## src/rtl/tt_sweep_controller.sv

```systemverilog
// Exhaustive truth-table sweep of a 4-input, 1-output combinational network:
// drives all 16 minterms, samples the output, and checks it against an expected code.
module tt_sweep_controller #(
   parameter int SETTLE_CYCLES = 8,
   parameter int NUM_SAMPLES   = 3
) (
   input  logic        clk,
   input  logic        rst,
   input  logic        start,
   input  logic        abort,
   input  logic [15:0] expected,
   output logic        in1,
   output logic        in2,
   output logic        in3,
   output logic        in4,
   input  logic        dut_out,
   output logic        busy,
   output logic        done,
   output logic        pass,
   output logic [15:0] captured,
   output logic [15:0] mismatch,
   output logic [15:0] unstable,
   output logic [4:0]  err_count
);

   if (SETTLE_CYCLES < 1 || SETTLE_CYCLES > 255 || NUM_SAMPLES < 1 || NUM_SAMPLES > 15) begin : g_param_check
      $error("tt_sweep_controller: SETTLE_CYCLES must be 1..255 and NUM_SAMPLES 1..15");
   end

   localparam logic [7:0] SETTLE_LAST = 8'(SETTLE_CYCLES - 1);
   localparam logic [3:0] SAMPLE_LAST = 4'(NUM_SAMPLES - 1);

   typedef enum logic [2:0] {
      S_IDLE,
      S_DRIVE,
      S_SETTLE,
      S_SAMPLE,
      S_ADVANCE,
      S_COMPARE,
      S_DONE
   } state_t;

   state_t      state_reg;
   logic [3:0]  m_reg;
   logic [7:0]  settle_cnt_reg;
   logic [3:0]  sample_cnt_reg;
   logic        ref_reg;
   logic [15:0] expected_reg;
   logic [15:0] mismatch_next;
   logic [4:0]  err_count_next;
   logic        active;

   // An unstable minterm counts as an error even if its reference sample matched.
   generate
      for (genvar gi = 0; gi < 16; gi++) begin : g_mismatch
         assign mismatch_next[gi] = (captured[gi] ^ expected_reg[gi]) | unstable[gi];
      end
   endgenerate

   always_comb begin
      err_count_next = 5'd0;
      for (int i = 0; i < 16; i++) begin
         err_count_next = err_count_next + 5'(mismatch_next[i]);
      end
   end

   assign active = (state_reg != S_IDLE) && (state_reg != S_DONE);

   always_ff @(posedge clk) begin
      if (rst) begin
         state_reg      <= S_IDLE;
         m_reg          <= 4'd0;
         settle_cnt_reg <= 8'd0;
         sample_cnt_reg <= 4'd0;
         ref_reg        <= 1'b0;
         expected_reg   <= 16'h0;
         {in1, in2, in3, in4} <= 4'b0000;
         busy           <= 1'b0;
         done           <= 1'b0;
         pass           <= 1'b0;
         captured       <= 16'h0;
         mismatch       <= 16'h0;
         unstable       <= 16'h0;
         err_count      <= 5'd0;
      end else if (abort && active) begin
         // Partial captured/unstable contents are left in place for inspection.
         state_reg      <= S_IDLE;
         {in1, in2, in3, in4} <= 4'b0000;
         busy           <= 1'b0;
         done           <= 1'b0;
      end else begin
         case (state_reg)
            S_IDLE, S_DONE: begin
               if (start) begin
                  expected_reg <= expected;
                  m_reg        <= 4'd0;
                  captured     <= 16'h0;
                  unstable     <= 16'h0;
                  mismatch     <= 16'h0;
                  err_count    <= 5'd0;
                  done         <= 1'b0;
                  pass         <= 1'b0;
                  busy         <= 1'b1;
                  state_reg    <= S_DRIVE;
               end
            end
            S_DRIVE: begin
               {in1, in2, in3, in4} <= m_reg;
               settle_cnt_reg <= 8'd0;
               state_reg      <= S_SETTLE;
            end
            S_SETTLE: begin
               if (settle_cnt_reg == SETTLE_LAST) begin
                  sample_cnt_reg <= 4'd0;
                  state_reg      <= S_SAMPLE;
               end else begin
                  settle_cnt_reg <= settle_cnt_reg + 8'd1;
               end
            end
            S_SAMPLE: begin
               if (sample_cnt_reg == 4'd0) begin
                  ref_reg         <= dut_out;
                  captured[m_reg] <= dut_out;
               end else if (dut_out != ref_reg) begin
                  unstable[m_reg] <= 1'b1;
               end
               if (sample_cnt_reg == SAMPLE_LAST) begin
                  state_reg <= S_ADVANCE;
               end else begin
                  sample_cnt_reg <= sample_cnt_reg + 4'd1;
               end
            end
            S_ADVANCE: begin
               if (m_reg == 4'd15) begin
                  state_reg <= S_COMPARE;
               end else begin
                  m_reg     <= m_reg + 4'd1;
                  state_reg <= S_DRIVE;
               end
            end
            S_COMPARE: begin
               mismatch  <= mismatch_next;
               err_count <= err_count_next;
               pass      <= (mismatch_next == 16'h0);
               done      <= 1'b1;
               busy      <= 1'b0;
               state_reg <= S_DONE;
            end
            default: state_reg <= S_IDLE;
         endcase
      end
   end

endmodule

```

## config.mk

```make
export PLATFORM = sky130hd
export DESIGN_NAME = tt_sweep_controller
export DESIGN_NICKNAME = d
export VERILOG_FILES = /design/src/rtl/tt_sweep_controller.sv
export SDC_FILE = /design/constraint.sdc
export NUM_CORES = 1
export LEC_CHECK = 0
export CAP_MARGIN = 20
export CORE_MARGIN = 3
export CORE_UTILIZATION = 53
export DETAILED_ROUTE_END_ITERATION = 10
export GPL_TIMING_DRIVEN = 0
export PLACE_DENSITY = 0.8
export SYNTH_ARGS = -nofsm -noshare
export SYNTH_HDL_FRONTEND = slang
export SYNTH_SLANG_ARGS = --single-unit
```

## constraint.sdc

```tcl
create_clock -name clk -period 4.8 [get_ports clk]
set_clock_uncertainty 0.2 [all_clocks]
set_input_delay 1.44 -clock clk [delete_from_list [all_inputs] [get_ports clk]]
set_output_delay 1.44 -clock clk [all_outputs]
set_load 0.02 [all_outputs]
```

# ---- After elaboration in Yosys (flattened, before gate mapping)
# Cells that the tools add are included.
# Widths: inputs -> output; s select.
dict set report classes {
  order_cmp 2
  n_mux 30
  bitwise_logic 34
  add_sub_neg 18
  n_eq_ne 20
  reduce_logical 24
}
# cell count
set op_table {}
lappend op_table {{$pmux 16 s2} 3}
lappend op_table {{$mux 16} 4}
lappend op_table {{$add 5x1->5} 11}
lappend op_table {{$ne 2x2->1 const B} 9}
lappend op_table {{$pmux 3 s6} 1}
lappend op_table {{$bwmux 16} 1}
lappend op_table {{$logic_not 16->1} 1}
lappend op_table {{$mux 4} 4}
lappend op_table {{$or 1x1->1} 16}
lappend op_table {{$or 16x16->16} 1}
lappend op_table {{$pmux 4 s2} 2}
lappend op_table {{$pmux 8 s2} 1}
lappend op_table {{$xor 1x1->1} 16}
lappend op_table {{$reduce_and 3->1} 5}
lappend op_table {{$mux 3} 4}
lappend op_table {{$reduce_and 4->1} 3}
lappend op_table {{$pmux 5 s2} 1}
lappend op_table {{$reduce_bool 2->1} 5}
lappend op_table {{$eq 3x3->1 const B} 3}
lappend op_table {{$add 4x1->4 const B} 2}
lappend op_table {{$add 8x1->8 const B} 1}
lappend op_table {{$eq 8x3->1 const B} 1}
lappend op_table {{$mux 8} 1}
lappend op_table {{$eq 3x2->1 const B} 2}
lappend op_table {{23 further kinds} 30}
dict set report totals {
  in_bits 21
  regBits 96
}

# ---- Logic depth before layout (Yosys ltp)
dict set report logic_depth {
  word_depth 18
  depth_mapped 15
  ltp_nobuf 15
}

# ---- Least setup slack after synthesis
# Ideal clock, no wire load.
dict set report synth_timing {
  path_type {register to register}
  from {reg captured[9]}
  to {reg err_count[2]}
  path_stages_with_launch 15
  required_ns 4.527
  period_less_slack_ns 4.118
  path_slack_ns 0.682
  arrival_ns 3.845
  path_buffers 0
  path_cell_list {dfxtp_1 xor2_1 nor2_1 fa_1 inv_1 fa_1 inv_1 fa_1 inv_1 fa_1 ha_1 fa_1 xnor2_1 a211o_1 a21oi_1}
}
dict set report synth_between {
  elab_chain_len 10
}
# item line
set synth_lines {}
lappend synth_lines {{from (decl)} 20} ;# output logic [15:0] captured,
lappend synth_lines {{from (signal, indexed assignment)} 123} ;# captured[m_reg] <= dut_out;
lappend synth_lines {{$xor 1x1->1} 56} ;# assign mismatch_next[gi] = (captured[gi] ^ expected_reg[gi]) | unstable[gi];
lappend synth_lines {{$or 1x1->1} 56}
lappend synth_lines {{$add 5x1->5 (7 in series)} 63} ;# err_count_next = err_count_next + 5'(mismatch_next[i]);
lappend synth_lines {{$pmux 5 s2} 92} ;# case (state_reg)
lappend synth_lines {{to (signal assigned)} 143} ;# err_count <= err_count_next;
lappend synth_lines {{to (decl)} 23} ;# output logic [4:0] err_count
# No other way between the ends.
# A chain may end at the register's enable or synchronous reset.

# ---- Final worst setup path
dict set report layout_timing {
  from {reg captured[7]}
  to {reg err_count[2]}
}
dict set report layout_between {
  elab_chain_len 12
}
# item line
set layout_lines {}
lappend layout_lines {{$xor 1x1->1} 56}
lappend layout_lines {{$or 1x1->1} 56}
lappend layout_lines {{$add 5x1->5 (9 in series)} 63}
lappend layout_lines {{$pmux 5 s2} 92}
# No other way between the ends.

==> flow_metrics.py <==
metrics = {
    "outcome": {
        "outcome": "finished clean",
    },
    "floorplanning": {
        "die_w_um": 100.4,
        "rows": 33,
        "die_y_um": 100.4,
        "die_area_mm2": 0.01009,
        "start_util_pct": 56.12,
        "io_pins": 81,
        "core_mm2": 0.008423,
    },
    "route": {
        "dr.pass1.iters": 5,
        "routed_wl_um": 12460,
        "ant_nets": 0,
        "wl_per_cell_um": 16.73,
        "vias": 4305,
        "drtIter0Drc": 269,
        "route.detailed.drc": 0,
        "via_per_inst": 5.779,
    },
    "place": {
        "gp_congestion": 0.8750,
        "portBuffers": 80,
        "dp_hpwl_um": 9572,
        "dp_cells": 729,
    },
    "power_and_ir_drop": {
        "seqPwrFrac_pct": 48.3,
        "p_int_mw": 1.176,
        "power_frac_comb_pct": 23.6,
        "p_switching_mw": 0.5500,
        "leakagePower_nw": 2.158,
        "switching_share_pct": 31.87,
        "p_clk_share_pct": 28.2,
        "p_per_area_mw_per_mm2": 295.9,
        "ir_drop_uv": 188.7,
    },
    "critical_path": {
        "worstPathArrival_ns": 4.44,
        "cp.required_ns": 4.89,
        "slowest_delay_ns": 0.52,
        "end_kind": "flip-flop",
        "crit_top_cell": "fa_1",
        "worstSetupPathType": "reg -> reg",
        "cp_slowest_cell": "fa_1",
        "crit_path_cell_trace": "xor2_1 > nor2_1 > fa_1 > inv_1 > fa_1 > inv_1 > fa_1 > inv_1 > fa_1 > ha_1 > fa_1 > xnor2_1 > a211o_1 > a21oi_1",
        "crit_family": "adder cells",
        "worst-path-buf-inv": 3,
        "critical_path.max_fanout": 3,
        "cp-start-kind": "flip-flop",
    },
    "cells_and_area": {
        "mostFrequentLayoutCell": "dfxtp_1",
        "n_antenna_cell": 0,
        "final_cell_mix": "96 x dfxtp_1, 80 x clkdlybuf4s50_1, 61 x nor2_1, 61 x nand2_1, 56 x a21oi_1",
        "stdcell_count": 745,
        "syn2layout_area_growth_pct": 23.37,
        "layout.nets": 680,
        "layout-drive-gt1-share_pct": 9.219,
    },
    "clock_tree": {
        "clk_latency_ns": 0.37,
        "post-cts-setup-buffer-count": 0,
        "cts_max_path_buffers": 2,
        "cts_htree_levels": 3,
        "cts.repair.resized": 0,
        "cts_buffers": 9,
        "ctsHoldBuffers": 0,
        "cts-root-buf": "clkbuf_8",
        "path_clk_slew_ns": 0.09,
        "cts.sinks": 96,
        "cts_tree": "done",
    },
    "synthesis": {
        "netlist_instances": 544,
        "async_flop_share_pct": 0,
        "ys_warn_count": 0,
        "synthFlopType": "dfxtp_1",
        "syn_nets": 589,
        "yosys.cell_types.count": 52,
        "synthesis.area_mm2": 0.004727,
        "synth-edff-count": 0,
        "syn_area_per_cell_um2": 8.689,
        "ys_ff_latch": 96,
        "yosysSeqAreaShare_pct": 40.66,
    },
    "timing": {
        "tns_ns": 0,
        "slew_headroom_pct": 58.14,
        "slew_violations": 0,
        "finalHoldViolCount": 0,
        "worstMarginPinSlew_ns": 0.6279,
        "min_period_ns": 4.345,
        "rsz0062_at_grt": "false",
        "max_freq_mhz": 230.2,
        "timing.final.crit_share_pct": 90.52,
        "setup_viol": 0,
    },
    "global_route": {
        "grt-ovfl-total": 0,
        "grt_first_pass_wirelength_um": 20110,
        "grt_usage_pct": 25.42,
        "antenna_found_initial": 0,
        "grt_pass1_vias": 4066,
        "grt_max_degree": 16,
    },
    "min_path": {
        "timing.hold.worst.class": "reg -> reg",
    },
    "flow_run": {
        "cap_violations": 0,
    },
}
## worst min-delay path: stages, from the launching register on
cell and delay (ns):
dfxtp_1 0.33, nand2_1 0.05, a21oi_1 0.05
## kinds of logic (layout without fill, tap and decap cells)
kind of cell,count (synthesis),in the layout,share of synthesized area (%)
flip-flops,96,96,40.66
AO/OA/AOI/OAI,140,140,20.67
buffers and inverters,70,166,6.590
adder cells (fa/ha/maj),24,24,7.941
AND/OR/NAND/NOR,187,187,18.98
XOR/XNOR,27,27,5.162
## power groups by stage
stage / sequential (mW) / combinational [mW] / clock, mW
global placement: 0.850 / 0.396 / 0
floorplan: 0.851 / 0.293 / 0
finish: 0.833 / 0.407 / 0.486
detailed placement: 0.852 / 0.409 / 0
global route: 0.836 / 0.464 / 0.518
CTS: 0.833 / 0.408 / 0.493
## metal layers
layer,track usage (%),vias to the layer above,share of wire (%)
met5,0,-,0
met2,42.30,160,48
li1,-,2053,-
met3,3.614,25,6.7
met4,11.92,0,2.4
met1,32.52,2067,43
## Yosys cell counts (4+ instances only)
cell type  count  area (um^2)
a21o_1         5        37.54
a21oi_1       56        280.3
a22oi_1       15        112.6
a31oi_1       13        81.33
a41oi_1        5        43.79
buf_2         12        60.06
clkbuf_1      18        67.56
dfxtp_1       96         1922
fa_1          10        200.2
ha_1          14        175.2
inv_1         31        116.4
nand2_1       61        229.0
nand2b_1      16        100.1
nand3_1       10        50.05
nor2_1        61        229.0
nor2b_1        4        25.02
nor3_1         5        25.02
o2111ai_1      4        35.03
o21ai_0       16        80.08
o32ai_1        5        43.79
o32ai_2       10        162.7
or3_1          5        31.28
xnor2_1       14        122.6
xor2_1        12        105.1
## area by class of cell
type / instances / area, um^2
clock buffers: 11 / 141.4
flip-flops and latches: 96 / 1922
inverters: 31 / 116.4
fillers: 678 / 2591
well taps: 105 / 131.4
repair buffers: 80 / 800.8
multi-input cells: 378 / 2494
plain buffers: 39 / 195.2
clock inverters: 5 / 31.28
## per-stage QoR
step	instance area (um^2)	hold slack (ns)	utilization (%)	worst slack, ns	power, mW
final	5832	0.2723	69.24	0.4552	1.726
after global placement	5659	0.2536	67.19	0.5344	1.247
after detailed placement	5659	0.2616	67.19	0.5085	1.260
after global routing	5832	0.2898	69.24	0.2902	1.817
after CTS	5832	0.2750	69.24	0.4546	1.734
after floorplan	4727	0.2478	-	0.6820	1.144
## final timing paths
path                            slack [ns]  cells past startpoint                      endpoint                    startpoint
worst max-delay path                  0.46                     14     err_count[2]$_SDFFE_PP0P_      captured[7]$_SDFFE_PP0P_
worst min-delay path                  0.27                      2  expected_reg[6]$_SDFFE_PP0P_  expected_reg[6]$_SDFFE_PP0P_
worst max register to register        0.46                     14     err_count[2]$_SDFFE_PP0P_      captured[7]$_SDFFE_PP0P_
worst min register to register        0.27                      2  expected_reg[6]$_SDFFE_PP0P_  expected_reg[6]$_SDFFE_PP0P_
Power figures use the tool's default switching activity.
